## config.mk

```make
export PLATFORM = sky130hd
export DESIGN_NAME = fetcher_flat
export DESIGN_NICKNAME = d
export VERILOG_FILES = /design/src/rtl/fetcher_if.sv /design/src/rtl/fetcher.sv /design/src/flat_wrapper.sv
export SDC_FILE = /design/constraint.sdc
export NUM_CORES = 1
export LEC_CHECK = 0
export CORE_ASPECT_RATIO = 0.9
export CORE_MARGIN = 5
export CORE_UTILIZATION = 46
export CTS_BUF_LIST = sky130_fd_sc_hd__clkbuf_16
export CTS_CLUSTER_SIZE = 14
export DETAILED_ROUTE_END_ITERATION = 10
export DONT_BUFFER_PORTS = 1
export GPL_ROUTABILITY_DRIVEN = 0
export SYNTH_ARGS = -nofsm -noshare
export SYNTH_HDL_FRONTEND = slang
export SYNTH_SLANG_ARGS = --single-unit
```

## constraint.sdc

```tcl
create_clock -name clk_i -period 3.9 [get_ports clk_i]
set_input_delay 0.78 -clock clk_i [delete_from_list [all_inputs] [get_ports clk_i]]
set_output_delay 0.78 -clock clk_i [all_outputs]
set_load 0.005 [all_outputs]
```

## src/rtl/fetcher_if.sv

```systemverilog
// Start, fetch and decode-report signals of the warp fetcher.
// The fetcher uses the slave modport; its environment uses master.
interface fetcher_if #(
  parameter int PcWidth   = 32,
  parameter int NumWarps  = 8,
  parameter int WarpWidth = 32
);
  localparam int WidWidth = NumWarps > 1 ? $clog2(NumWarps) : 1;

  logic                 start_valid_i;
  logic                 start_ready_o;
  logic [PcWidth-1:0]   start_pc_i;
  logic [WarpWidth-1:0] start_act_mask_i;
  logic [WidWidth-1:0]  start_warp_id_o;
  logic                 ic_ready_i;
  logic                 fetch_valid_o;
  logic [PcWidth-1:0]   fetch_pc_o;
  logic [WarpWidth-1:0] fetch_act_mask_o;
  logic [WidWidth-1:0]  fetch_warp_id_o;
  logic                 dec_decoded_i;
  logic                 dec_stop_warp_i;
  logic [WidWidth-1:0]  dec_decoded_warp_id_i;
  logic [PcWidth-1:0]   dec_decoded_next_pc_i;
  logic [NumWarps-1:0]  warp_active_o;
  logic                 idle_o;

  modport slave (
    input  start_valid_i, start_pc_i, start_act_mask_i, ic_ready_i,
           dec_decoded_i, dec_stop_warp_i, dec_decoded_warp_id_i, dec_decoded_next_pc_i,
    output start_ready_o, start_warp_id_o, fetch_valid_o, fetch_pc_o,
           fetch_act_mask_o, fetch_warp_id_o, warp_active_o, idle_o
  );

  modport master (
    output start_valid_i, start_pc_i, start_act_mask_i, ic_ready_i,
           dec_decoded_i, dec_stop_warp_i, dec_decoded_warp_id_i, dec_decoded_next_pc_i,
    input  start_ready_o, start_warp_id_o, fetch_valid_o, fetch_pc_o,
           fetch_act_mask_o, fetch_warp_id_o, warp_active_o, idle_o
  );
endinterface

```

## src/rtl/fetcher.sv

```systemverilog
// Per-warp PC/mask holder with round-robin fetch issue; one instruction in
// flight per warp, released by the decoder's next-PC or stop report.
module fetcher_slot #(
  parameter int PcWidth   = 32,
  parameter int WarpWidth = 32
) (
  input  logic                 clk_i,
  input  logic                 rst_ni,
  input  logic                 start_en_i,
  input  logic                 fetch_en_i,
  input  logic                 dec_en_i,
  input  logic                 dec_stop_i,
  input  logic [PcWidth-1:0]   start_pc_i,
  input  logic [WarpWidth-1:0] start_mask_i,
  input  logic [PcWidth-1:0]   next_pc_i,
  output logic                 ready_o,
  output logic                 waiting_o,
  output logic                 inactive_o,
  output logic [PcWidth-1:0]   pc_o,
  output logic [WarpWidth-1:0] mask_o
);
  typedef enum logic [1:0] {INACTIVE, READY, WAITING} state_e;

  state_e               state_q, state_d;
  logic [PcWidth-1:0]   pc_q, pc_d;
  logic [WarpWidth-1:0] mask_q, mask_d;

  always_comb begin
    state_d = state_q;
    pc_d    = pc_q;
    mask_d  = mask_q;
    case (state_q)
      INACTIVE: if (start_en_i) begin
        state_d = READY;
        pc_d    = start_pc_i;
        mask_d  = start_mask_i;
      end
      READY:    if (fetch_en_i) state_d = WAITING;
      // reports reaching a slot in any other state fall through untouched
      WAITING:  if (dec_en_i) begin
        state_d = dec_stop_i ? INACTIVE : READY;
        if (!dec_stop_i) pc_d = next_pc_i;
      end
      default:  state_d = INACTIVE;
    endcase
  end

  always_ff @(posedge clk_i or negedge rst_ni) begin
    if (!rst_ni) begin
      state_q <= INACTIVE;
      pc_q    <= '0;
      mask_q  <= '0;
    end else begin
      state_q <= state_d;
      pc_q    <= pc_d;
      mask_q  <= mask_d;
    end
  end

  assign ready_o    = (state_q == READY);
  assign waiting_o  = (state_q == WAITING);
  assign inactive_o = (state_q == INACTIVE);
  assign pc_o       = pc_q;
  assign mask_o     = mask_q;
endmodule

module fetcher #(
  parameter int PcWidth   = 32,
  parameter int NumWarps  = 8,
  parameter int WarpWidth = 32,
  parameter int WidWidth  = NumWarps > 1 ? $clog2(NumWarps) : 1
) (
  input logic       clk_i,
  input logic       rst_ni,
  fetcher_if.slave  bus
);
  typedef logic [WidWidth-1:0] wid_t;

  logic [NumWarps-1:0]                slot_ready, slot_waiting, slot_inactive;
  logic [NumWarps-1:0][PcWidth-1:0]   slot_pc;
  logic [NumWarps-1:0][WarpWidth-1:0] slot_mask;

  logic lock_q;
  wid_t lock_id_q, rr_q;
  logic grant_found, free_found;
  wid_t grant_id, free_id, sel_id;
  logic fetch_valid, fetch_fire, start_fire;

  // first READY slot at or after rr, wrapping
  always_comb begin
    logic [WidWidth:0] sum;
    grant_found = 1'b0;
    grant_id    = '0;
    sum         = '0;
    for (int i = 0; i < NumWarps; i++) begin
      sum = {1'b0, rr_q} + (WidWidth+1)'(i);
      if (sum >= (WidWidth+1)'(NumWarps)) sum = sum - (WidWidth+1)'(NumWarps);
      if (!grant_found && slot_ready[wid_t'(sum)]) begin
        grant_found = 1'b1;
        grant_id    = wid_t'(sum);
      end
    end
  end

  always_comb begin
    free_found = 1'b0;
    free_id    = '0;
    for (int i = NumWarps-1; i >= 0; i--) begin
      if (slot_inactive[i]) begin
        free_found = 1'b1;
        free_id    = wid_t'(i);
      end
    end
  end

  // a locked slot stays READY with frozen PC/mask, so holding its id suffices
  assign sel_id      = lock_q ? lock_id_q : grant_id;
  assign fetch_valid = lock_q | grant_found;
  assign fetch_fire  = fetch_valid & bus.ic_ready_i;
  assign start_fire  = bus.start_valid_i & free_found;

  always_ff @(posedge clk_i or negedge rst_ni) begin
    if (!rst_ni) begin
      lock_q    <= 1'b0;
      lock_id_q <= '0;
      rr_q      <= '0;
    end else if (fetch_fire) begin
      lock_q <= 1'b0;
      rr_q   <= (sel_id == wid_t'(NumWarps-1)) ? '0 : sel_id + 1'b1;
    end else if (fetch_valid) begin
      lock_q    <= 1'b1;
      lock_id_q <= sel_id;
    end
  end

  for (genvar w = 0; w < NumWarps; w++) begin : g_slot
    fetcher_slot #(.PcWidth(PcWidth), .WarpWidth(WarpWidth)) u_slot (
      .clk_i        (clk_i),
      .rst_ni       (rst_ni),
      .start_en_i   (start_fire && free_id == wid_t'(w)),
      .fetch_en_i   (fetch_fire && sel_id == wid_t'(w)),
      .dec_en_i     (bus.dec_decoded_i && bus.dec_decoded_warp_id_i == wid_t'(w)),
      .dec_stop_i   (bus.dec_stop_warp_i),
      .start_pc_i   (bus.start_pc_i),
      .start_mask_i (bus.start_act_mask_i),
      .next_pc_i    (bus.dec_decoded_next_pc_i),
      .ready_o      (slot_ready[w]),
      .waiting_o    (slot_waiting[w]),
      .inactive_o   (slot_inactive[w]),
      .pc_o         (slot_pc[w]),
      .mask_o       (slot_mask[w])
    );
  end

  assign bus.fetch_valid_o    = fetch_valid;
  assign bus.fetch_pc_o       = fetch_valid ? slot_pc[sel_id]   : '0;
  assign bus.fetch_act_mask_o = fetch_valid ? slot_mask[sel_id] : '0;
  assign bus.fetch_warp_id_o  = fetch_valid ? sel_id            : '0;
  assign bus.start_ready_o    = free_found;
  assign bus.start_warp_id_o  = free_id;
  assign bus.warp_active_o    = ~slot_inactive;
  assign bus.idle_o           = &slot_inactive;

  a_dec_waiting: assert property (@(posedge clk_i) disable iff (!rst_ni)
    bus.dec_decoded_i |-> slot_waiting[bus.dec_decoded_warp_id_i])
    else $warning("fetcher: decode report for slot %0d which is not waiting",
                  bus.dec_decoded_warp_id_i);
endmodule

```

## src/flat_wrapper.sv

```systemverilog
// flat-port wrapper written by rule: the top's interface ports become plain ports
module fetcher_flat 
#(
  parameter int PcWidth   = 32,
  parameter int NumWarps  = 8,
  parameter int WarpWidth = 32,
  parameter int WidWidth  = NumWarps > 1 ? $clog2(NumWarps) : 1
)
  (clk_i, rst_ni, bus_start_valid_i, bus_start_pc_i, bus_start_act_mask_i, bus_ic_ready_i, bus_dec_decoded_i, bus_dec_stop_warp_i, bus_dec_decoded_warp_id_i, bus_dec_decoded_next_pc_i, bus_start_ready_o, bus_start_warp_id_o, bus_fetch_valid_o, bus_fetch_pc_o, bus_fetch_act_mask_o, bus_fetch_warp_id_o, bus_warp_active_o, bus_idle_o);
  fetcher_if #(.PcWidth(PcWidth), .NumWarps(NumWarps), .WarpWidth(WarpWidth)) bus_i ();
  input logic clk_i;
  input logic rst_ni;
  input wire logic [$bits(bus_i.start_valid_i)-1:0] bus_start_valid_i;
  input wire logic [$bits(bus_i.start_pc_i)-1:0] bus_start_pc_i;
  input wire logic [$bits(bus_i.start_act_mask_i)-1:0] bus_start_act_mask_i;
  input wire logic [$bits(bus_i.ic_ready_i)-1:0] bus_ic_ready_i;
  input wire logic [$bits(bus_i.dec_decoded_i)-1:0] bus_dec_decoded_i;
  input wire logic [$bits(bus_i.dec_stop_warp_i)-1:0] bus_dec_stop_warp_i;
  input wire logic [$bits(bus_i.dec_decoded_warp_id_i)-1:0] bus_dec_decoded_warp_id_i;
  input wire logic [$bits(bus_i.dec_decoded_next_pc_i)-1:0] bus_dec_decoded_next_pc_i;
  output wire logic [$bits(bus_i.start_ready_o)-1:0] bus_start_ready_o;
  output wire logic [$bits(bus_i.start_warp_id_o)-1:0] bus_start_warp_id_o;
  output wire logic [$bits(bus_i.fetch_valid_o)-1:0] bus_fetch_valid_o;
  output wire logic [$bits(bus_i.fetch_pc_o)-1:0] bus_fetch_pc_o;
  output wire logic [$bits(bus_i.fetch_act_mask_o)-1:0] bus_fetch_act_mask_o;
  output wire logic [$bits(bus_i.fetch_warp_id_o)-1:0] bus_fetch_warp_id_o;
  output wire logic [$bits(bus_i.warp_active_o)-1:0] bus_warp_active_o;
  output wire logic [$bits(bus_i.idle_o)-1:0] bus_idle_o;
  assign bus_i.start_valid_i = bus_start_valid_i;
  assign bus_i.start_pc_i = bus_start_pc_i;
  assign bus_i.start_act_mask_i = bus_start_act_mask_i;
  assign bus_i.ic_ready_i = bus_ic_ready_i;
  assign bus_i.dec_decoded_i = bus_dec_decoded_i;
  assign bus_i.dec_stop_warp_i = bus_dec_stop_warp_i;
  assign bus_i.dec_decoded_warp_id_i = bus_dec_decoded_warp_id_i;
  assign bus_i.dec_decoded_next_pc_i = bus_dec_decoded_next_pc_i;
  assign bus_start_ready_o = bus_i.start_ready_o;
  assign bus_start_warp_id_o = bus_i.start_warp_id_o;
  assign bus_fetch_valid_o = bus_i.fetch_valid_o;
  assign bus_fetch_pc_o = bus_i.fetch_pc_o;
  assign bus_fetch_act_mask_o = bus_i.fetch_act_mask_o;
  assign bus_fetch_warp_id_o = bus_i.fetch_warp_id_o;
  assign bus_warp_active_o = bus_i.warp_active_o;
  assign bus_idle_o = bus_i.idle_o;
  fetcher #(.PcWidth(PcWidth), .NumWarps(NumWarps), .WarpWidth(WarpWidth), .WidWidth(WidWidth)) u_core (.clk_i(clk_i), .rst_ni(rst_ni), .bus(bus_i));
endmodule
```

Word level (Yosys, flattened, before mapping)
Index checks and enable logic that the tools add are counted.
W data, S select, Z words.
- bitwise gates (word level): 5
- $add $sub $neg: 16
- reductions and logical operators: 84
- mux-type cells: 125
- equality and inequality tests: 69
- $lt $le $gt $ge: 17
- operators with widths (operator ; count):
    $mux W32 ; 21
    $pmux W32 S2 ; 8
    $bmux W32 S3 ; 2
    $mux W3 ; 27
    $ne A2 B2 Y1 const B ; 32
    $mux W2 ; 24
    $pmux W2 S3 ; 8
    $eq A3 B3 Y1 const B ; 12
    $lt A3 B4 Y1 const B ; 9
    $reduce_and A4 Y1 ; 8
    $logic_and A1 B1 Y1 ; 31
    $ge A4 B4 Y1 const B ; 7
    $mux W1 ; 27
    $bmux W1 S3 ; 8
    $reduce_and A3 Y1 ; 8
    $sub A3 B1 Y3 const B ; 8
    $eq A3 B2 Y1 const B ; 6
    $reduce_and A2 Y1 ; 9
    $reduce_bool A2 Y1 ; 9
    $add A3 B3 Y4 const B ; 4
    $eq A2 B1 Y1 const B ; 8
    $eq A2 B2 Y1 const B ; 8
    $logic_not A2 Y1 ; 8
    $eq A3 B1 Y1 const B ; 3
    11 further kinds ; 21
- input port bits: 105
- output and inout bits: 81
- register bits after elaboration: 535
- logic and storage cells: 343

Longest topological paths before layout
Gate-level depths: netlist of the first run.
- depth after elaboration: 31
- depth in mapped cells: 18
- gate-level depth less buffers: 13

By module
From an unflattened synthesis of the first run, not the netlist that was laid out.
- cells, all modules: 2319
- area, all modules: 30023.8 µm²
- modules (own cells, without submodules) (module ; area each (µm²) ; sequential area each (µm²) ; cells an instance ; times used):
    fetcher_slot ; 3021.6 ; 1651.6 ; 184 ; 8
    fetcher ; 5850.6 ; 175.2 ; 847 ; 1

Worst setup path after synthesis of the first run
OpenSTA, ideal clock, no wires.
- kind: register -> output
- from: reg u_core.rr_q[0]
- to: out bus_fetch_act_mask_o[10]
- cell stages (with the launch flop): 15
- buffers on the path: 5
- data required time: 3120 ps
- arrival time: 3496 ps
- path slack: -376 ps
- cell sequence: dfrtp_1 > buf_6 > inv_4 > buf_6 > ha_1 > clkbuf_1 > mux4_2 > a2111oi_4 > and3_1 > a211oi_4 > nor4bb_4 > buf_6 > buf_6 > a21boi_1 > nand4bb_1
- word-level cells in the longest chain between the ends: 30
- elaborated cells on any way between the ends: 82
- classes of those cells: 15 x add/sub; 8 x order compare; 44 x mux; 1 x bitwise; 14 x reduce/logical
- ends and longest elaborated chain (what ; line ; text):
    start: declaration ; fetcher.sv:84 ; wid_t lock_id_q, rr_q;
    start signal: assignment ; fetcher.sv:129 ; rr_q <= (sel_id == wid_t'(NumWarps-1)) ? '0 : sel_id + 1'b1;
    branches (longest 29 deep; another with $add A3 B1 Y4) ; -- ;
    $mux W32 * ; fetcher.sv:157 ; assign bus.fetch_act_mask_o = fetch_valid ? slot_mask[sel_id] : '0;
    end: declaration ; flat_wrapper.sv:25 ; output wire logic [$bits(bus_i.fetch_act_mask_o)-1:0] bus_fetch_act_mask_o;
Mark *: on every way between the ends. The select of a mux whose other input is x is not followed.

Worst setup path after layout of the first run
- from: reg u_core.rr_q[0]
- to: out bus_fetch_pc_o[1]
- word-level cells in the longest chain between the ends: 30
- elaborated cells on any way between the ends: 82
- classes of those cells: 15 x add/sub; 8 x order compare; 44 x mux; 1 x bitwise; 14 x reduce/logical
- ends and longest elaborated chain (what ; line ; text):
    branches (longest 29 deep; another with $add A3 B1 Y4) ; -- ;
    $mux W32 * ; fetcher.sv:156 ; assign bus.fetch_pc_o = fetch_valid ? slot_pc[sel_id] : '0;
    end: declaration ; flat_wrapper.sv:24 ; output wire logic [$bits(bus_i.fetch_pc_o)-1:0] bus_fetch_pc_o;
Marks and branches as above.

==> reports/qor.txt, run 1 <==
status -> complete, but fails checks
failing checks -> negative hold slack, max-slew violations, negative setup slack
async set or reset register ratio after synthesis -> 1.00
# placed instances -> 3715
Largest stage delay, worst path -> 540 ps
Vias/cell -> 6.33
final worst setup slack -> -1000 ps
WP buf/inv -> 7
worst path cell trace -> inv_8 -> ha_4 -> mux4_2 -> a2111oi_4 -> buf_4 -> buf_6 -> nand4_1 -> o22ai_4 -> buf_6 -> o21ba_4 -> buf_12 -> buf_12 -> clkbuf_16 -> o211ai_1 -> nand4bb_4
Tcrit/Tclk final -> 1.26
Pre-antenna DRT Iters -> 5
post-layout min period -> 4900 ps
instance count on the critical path -> 15
Commonest cells post-synth -> dfrtp_1, mux2i_1, o21ai_0
most common cell in the synthesized netlist -> dfrtp_1
DP HPWL -> 57.2 mm
pre-CTS WS -> -432 ps
HP Class -> primary input to asynchronous set/reset pin
R2R depth -> 15
I/O pin count -> 186
Avg WL per Cell -> 25.8 um
CTS root buffer -> clkbuf_16
Syn Area/Cell -> 10.1 sq um
Crit Path Max Fanout -> 6
FF-to-FF Start -> u_core.rr_q[0]$_DFFE_PN0P_
htree depth -> 2
layout cell share with drive strength beyond 1 -> 0.261
Synth cell types -> 83
largest area contributor in the netlist -> dfrtp_1
Area contributors post-synth -> dfrtp_1, mux2_2, mux2i_1
Post-synth EDFFs -> 0
vias in the first global route -> 24367
Clock transition at path regs -> 60 ps
Yosys top cell area share -> 0.443
Critical Path AT -> 4120 ps
CP Capture Type -> output pin
first-pass GRT wire length -> 149 mm
die width -> 280 um
drt initial violations -> 2172
Finished Cell Area -> 36100 sq um
delay-heaviest family, CP -> buffers and inverters
ant diodes -> 0
later-pin clock latency in the skew report -> 630 ps
Sink Count -> 535
Max Root-Sink Buffers -> 3
Mapped Cells -> 3004
dpl cell area -> 32100 sq um
max_slew headroom -> -0.174
Die H -> 253 um
mapped cell area -> 30200 sq um
Final Hold Slack -> -71.9 ps
skew final -> 17.4 ps
Initial Util -> 0.463
endpoints failing setup -> 68
Worst R2R Setup Slack -> 90 ps
RSZ-0062 raised after global routing -> yes
ys flop type -> dfrtp_1
IO Port Bufs -> 0
critical path class -> flip-flop to output pin
Fillers -> 5421
total number of vias -> 24481
maximum clock rate -> 204 MHz
Synth Register Bits -> 535
largest net degree at the start of global routing -> 536
Core ar. -> 65400 sq um
num rows -> 89
Worst Path Required -> 3120 ps
CTS tree -> done
Hold Fails Final Rpt -> 13
max_cap viols -> 0
Crit-path slowest cell -> mux4_2
die area -> 71000 sq um
area grow syn2layout -> 19.4%
grt ovf -> 0
worst slew pin tran -> 1760 ps
R2R Path End -> u_core.g_slot[3].u_slot.state_q[0]$_DFFE_PN0P_
CTS buffer count -> 59
Seq/Total Area, Yosys -> 0.443
CP Launch Type -> flip-flop
total global-route track usage -> 0.266
final std cells w/o fill -> 3870
nets@finish -> 3067
initial antenna violation count -> 0
Ys Warns -> 0
Syn Nets -> 3112
Slew Viols, Final -> 168
DRC Markers -> 0
WL final -> 100 mm
Antenna Violating Nets Remaining -> 0
logic make-up (layout without fill, tap and decap cells):
logic type | Yosys count | count (layout) | synth area share
compound gates | 847 | 847 | 0.179
xor+xnor | 5 | 5 | 0.00145
fa+ha+maj | 3 | 3 | 0.00124
buf+inv | 363 | 365 | 0.0505
flops | 535 | 535 | 0.443
mux | 540 | 540 | 0.195
simple gates | 711 | 711 | 0.130
state kept, by name (all words and copies together) (netlist names):
name and flops:
u_core.rr_q 3, u_core.g_slot.u_slot.pc_o 256, u_core.g_slot.u_slot.mask_o 256, u_core.lock_id_q 3, u_core.lock_q 1, u_core.g_slot.u_slot.state_q 16
layout make-up:
class,count,area (sq um),area share
clock buffer,61,1530,0.0423
clock inverter,47,448,0.0124
inverter,21,98.8,0.00274
multi-input combinational,2106,16700,0.462
sequential,535,13400,0.371
tap,864,1080,0.0299
timing repair buffer,236,2870,0.0794
placed cells by master (no fill, tap or decap), types with 41 or more instances in the layout:
master | synthesis | layout
a21boi_0 | 194 | 146
a21boi_1 | 64 | 41
a21boi_2 | 0 | 65
a21oi_1 | 145 | 141
and3_1 | 131 | 130
buf_12 | 0 | 53
buf_4 | 7 | 133
clkbuf_16 | 0 | 69
dfrtp_1 | 535 | 534
mux2_2 | 260 | 260
mux2i_1 | 265 | 264
nand2_1 | 149 | 148
nand3_1 | 139 | 135
nand4bb_4 | 0 | 43
nor2_1 | 155 | 151
o211ai_1 | 131 | 131
o21ai_0 | 265 | 262
metal layers:
metal / vias to the layer above / global-route usage / share of wire
met3: 183 / 0.0714 / 0.088
li1: 10774 / - / -
met5: - / 0 / 0
met2: 999 / 0.406 / 0.45
met4: 0 / 0.0794 / 0.027
met1: 12525 / 0.375 / 0.44
per-stage QoR:
stage,utilization,setup TNS (ps)
global placement,0.491,-18840
CTS,0.540,-53730
detailed placement,0.491,-22200
global route,0.552,-70920
finish,0.552,-61180
floorplan,-,-1850
timing repair:
item	in CTS	in global routing
pin swaps	52	47
hold endpoints to repair	535	106
resized for setup	178	94
buffers inserted	15	18
gates cloned	4	11
setup endpoints to repair	73	68
how the worst max path moves through the flow:
stage / slack [ps] / endpoint / start
floorplan: -30 / bus_fetch_act_mask_o[10] / u_core.rr_q[0]$_DFFE_PN0P_
global placement: -400 / bus_fetch_act_mask_o[31] / u_core.rr_q[0]$_DFFE_PN0P_
detailed placement: -430 / bus_fetch_act_mask_o[31] / u_core.rr_q[0]$_DFFE_PN0P_
CTS: -860 / bus_fetch_act_mask_o[2] / u_core.rr_q[0]$_DFFE_PN0P_
global route: -1140 / bus_fetch_act_mask_o[2] / u_core.rr_q[0]$_DFFE_PN0P_
finish: -1000 / bus_fetch_pc_o[1] / u_core.rr_q[0]$_DFFE_PN0P_
Power of run 1 is left out: the tool's default activity adds up to more than one toggle a clock period on the data nets, which glitch-free logic cannot reach.
==> run 2: changes to the inputs <==
--- a/config.mk
+++ b/config.mk
@@ -7,12 +7,13 @@
 export LEC_CHECK = 0
 export CORE_ASPECT_RATIO = 0.9
 export CORE_MARGIN = 5
-export CORE_UTILIZATION = 46
+export CORE_UTILIZATION = 58
 export CTS_BUF_LIST = sky130_fd_sc_hd__clkbuf_16
 export CTS_CLUSTER_SIZE = 14
 export DETAILED_ROUTE_END_ITERATION = 10
 export DONT_BUFFER_PORTS = 1
 export GPL_ROUTABILITY_DRIVEN = 0
+export PLACE_DENSITY = 0.76
 export SYNTH_ARGS = -nofsm -noshare
 export SYNTH_HDL_FRONTEND = slang
 export SYNTH_SLANG_ARGS = --single-unit
==> run 2 against run 1 <==
Net effect:
- non-clock buffer count shrank 18
- first-iteration DRC count increased by 42%
- critical path type unchanged
- flip-flop and latch count did not move
- setup slack improved by 23 ps
- the run still ends with negative hold slack, max-slew violations, negative setup slack left
- largest cell class unchanged
- design area decreased by 2.4%
- core utilization grew 13 points
- worst hold slack got worse by 65 ps
- maximum frequency rose by 0.47%
==> reports/qor.txt, run 2 (same netlist as run 1, synthesis figures left out) <==
CP most frequent cell -> buf_6
commonest non-fill, non-tap cells in the layout -> dfrtp_1, mux2i_1, o21ai_0
final worst setup slack -> -980 ps
Critical Path AT -> 4100 ps
FF-to-FF Start -> u_core.rr_q[0]$_DFFE_PN0P_
I/O pin count -> 186
max_slew headroom -> -0.368
Pre-antenna DRT Iters -> 5
Die H -> 227 um
CTS tree -> done
largest net degree at the start of global routing -> 536
commonest non-fill, non-tap cell in the layout -> dfrtp_1
RSZ-0062 raised after global routing -> yes
status -> complete, but fails checks
Finished Cell Area -> 35200 sq um
CP Launch Type -> flip-flop
R2R Path End -> u_core.g_slot[7].u_slot.state_q[0]$_DFFE_PN0P_
worst path cell trace -> nand2b_2 -> buf_4 -> mux2i_1 -> mux4_2 -> nor3b_1 -> o31ai_2 -> o22ai_4 -> buf_6 -> nor4bb_4 -> buf_6 -> clkbuf_16 -> a21boi_2 -> nand4bb_4
Initial Util -> 0.585
CTS buffer count -> 55
HP Class -> primary input to asynchronous set/reset pin
WP buf/inv -> 4
htree depth -> 2
instance count on the critical path -> 13
R2R depth -> 17
total number of vias -> 25035
post-layout min period -> 4880 ps
CP Capture Type -> output pin
area grow syn2layout -> 16.5%
pre-CTS WS -> -465 ps
IO Port Bufs -> 0
later-pin clock latency in the skew report -> 620 ps
nets@finish -> 3045
max_cap viols -> 0
skew final -> 25.5 ps
total global-route track usage -> 0.318
Antenna Violating Nets Remaining -> 0
Crit Path Max Fanout -> 9
Setup crit end -> bus_fetch_act_mask_o[17]
Clock transition at path regs -> 60 ps
drt initial violations -> 3079
critical path class -> flip-flop to output pin
Vias/cell -> 6.82
Core ar. -> 51700 sq um
DRC Markers -> 0
maximum clock rate -> 205 MHz
die area -> 56800 sq um
grt ovf -> 0
delay-heaviest family, CP -> simple AND/OR/NAND/NOR gates
Avg WL per Cell -> 26.0 um
Tcrit/Tclk final -> 1.25
failing checks -> negative hold slack, max-slew violations, negative setup slack
dpl cell area -> 31800 sq um
num rows -> 79
Crit-path slowest cell -> mux4_2
Max Root-Sink Buffers -> 3
initial antenna violation count -> 1
Worst R2R Setup Slack -> 120 ps
Slew Viols, Final -> 296
die width -> 251 um
Setup crit start -> u_core.g_slot[5].u_slot.state_q[1]$_DFFE_PN0P_
DP HPWL -> 54.5 mm
WL final -> 95.5 mm
Worst Path Required -> 3120 ps
ant diodes -> 0
layout cell share with drive strength beyond 1 -> 0.244
worst slew pin tran -> 2050 ps
first-pass GRT wire length -> 145 mm
Hold Fails Final Rpt -> 52
endpoints failing setup -> 68
vias in the first global route -> 25053
CTS root buffer -> clkbuf_16
Largest stage delay, worst path -> 430 ps
Final Hold Slack -> -137 ps
Sink Count -> 535
## run 2: cell types whose count changed in the layout (fill, tap and decap cells not counted), sizes merged
cell and delta:
clkinvlp +2, clkinv -5, buf -21, bufinv -3, clkbuf -3, inv +6
## run 2: how the worst min path moves through the flow
stage | from | slack, ps | endpoint | depth (start not counted)
2_1_floorplan | u_core.g_slot[3].u_slot.pc_o[0]$_DFFE_PN0P_ | 440 | u_core.g_slot[3].u_slot.pc_o[0]$_DFFE_PN0P_ | 2
3_3_place_gp | u_core.g_slot[4].u_slot.pc_o[12]$_DFFE_PN0P_ | 450 | u_core.g_slot[4].u_slot.pc_o[12]$_DFFE_PN0P_ | 2
3_5_place_dp | u_core.g_slot[3].u_slot.pc_o[5]$_DFFE_PN0P_ | 460 | u_core.g_slot[3].u_slot.pc_o[5]$_DFFE_PN0P_ | 2
4_1_cts | rst_ni | -130 | u_core.g_slot[3].u_slot.pc_o[26]$_DFFE_PN0P_ | 0
5_1_grt | rst_ni | -150 | u_core.g_slot[1].u_slot.pc_o[26]$_DFFE_PN0P_ | 0
6_report | rst_ni | -140 | u_core.g_slot[1].u_slot.pc_o[26]$_DFFE_PN0P_ | 0
## run 2: metrics by stage
stage	TNS, ps	hold WS, ps	std cells	utilization
final	-59130	-137	3670	0.682
after global routing	-63330	-151	3670	0.682
after CTS	-52170	-126	3654	0.671
after detailed placement	-22100	464	3524	0.614
after global placement	-14340	455	3524	0.614
after floorplan	-1850	444	3004	-
## run 2: repair_timing
action | CTS | global route
endpoints found under the hold margin | 535 | 496
buffers inserted | 20 | 8
endpoints found under the setup margin | 68 | 73
resized for setup | 153 | 68
pin swaps | 52 | 36
gates cloned | 8 | 12
## run 2: area by class of cell
type | count | area, sq um
clock buffer | 55 | 1380
clock inverter | 47 | 400
fill | 3625 | 16500
inverter | 21 | 104
multi-input combinational | 2106 | 16400
sequential | 535 | 13400
tap | 688 | 861
timing repair buffer | 218 | 2730
## run 2: metal layers
layer | global-route usage | vias up | routed length, um | share of wire
met5 | 0 | - | 10 | 0.00010
met2 | 0.505 | 1466 | 43900 | 0.46
met1 | 0.427 | 12553 | 37800 | 0.40
met3 | 0.0813 | 282 | 10200 | 0.11
li1 | - | 10732 | - | -
met4 | 0.121 | 2 | 3590 | 0.038
Power of run 2 is left out for the same reason.
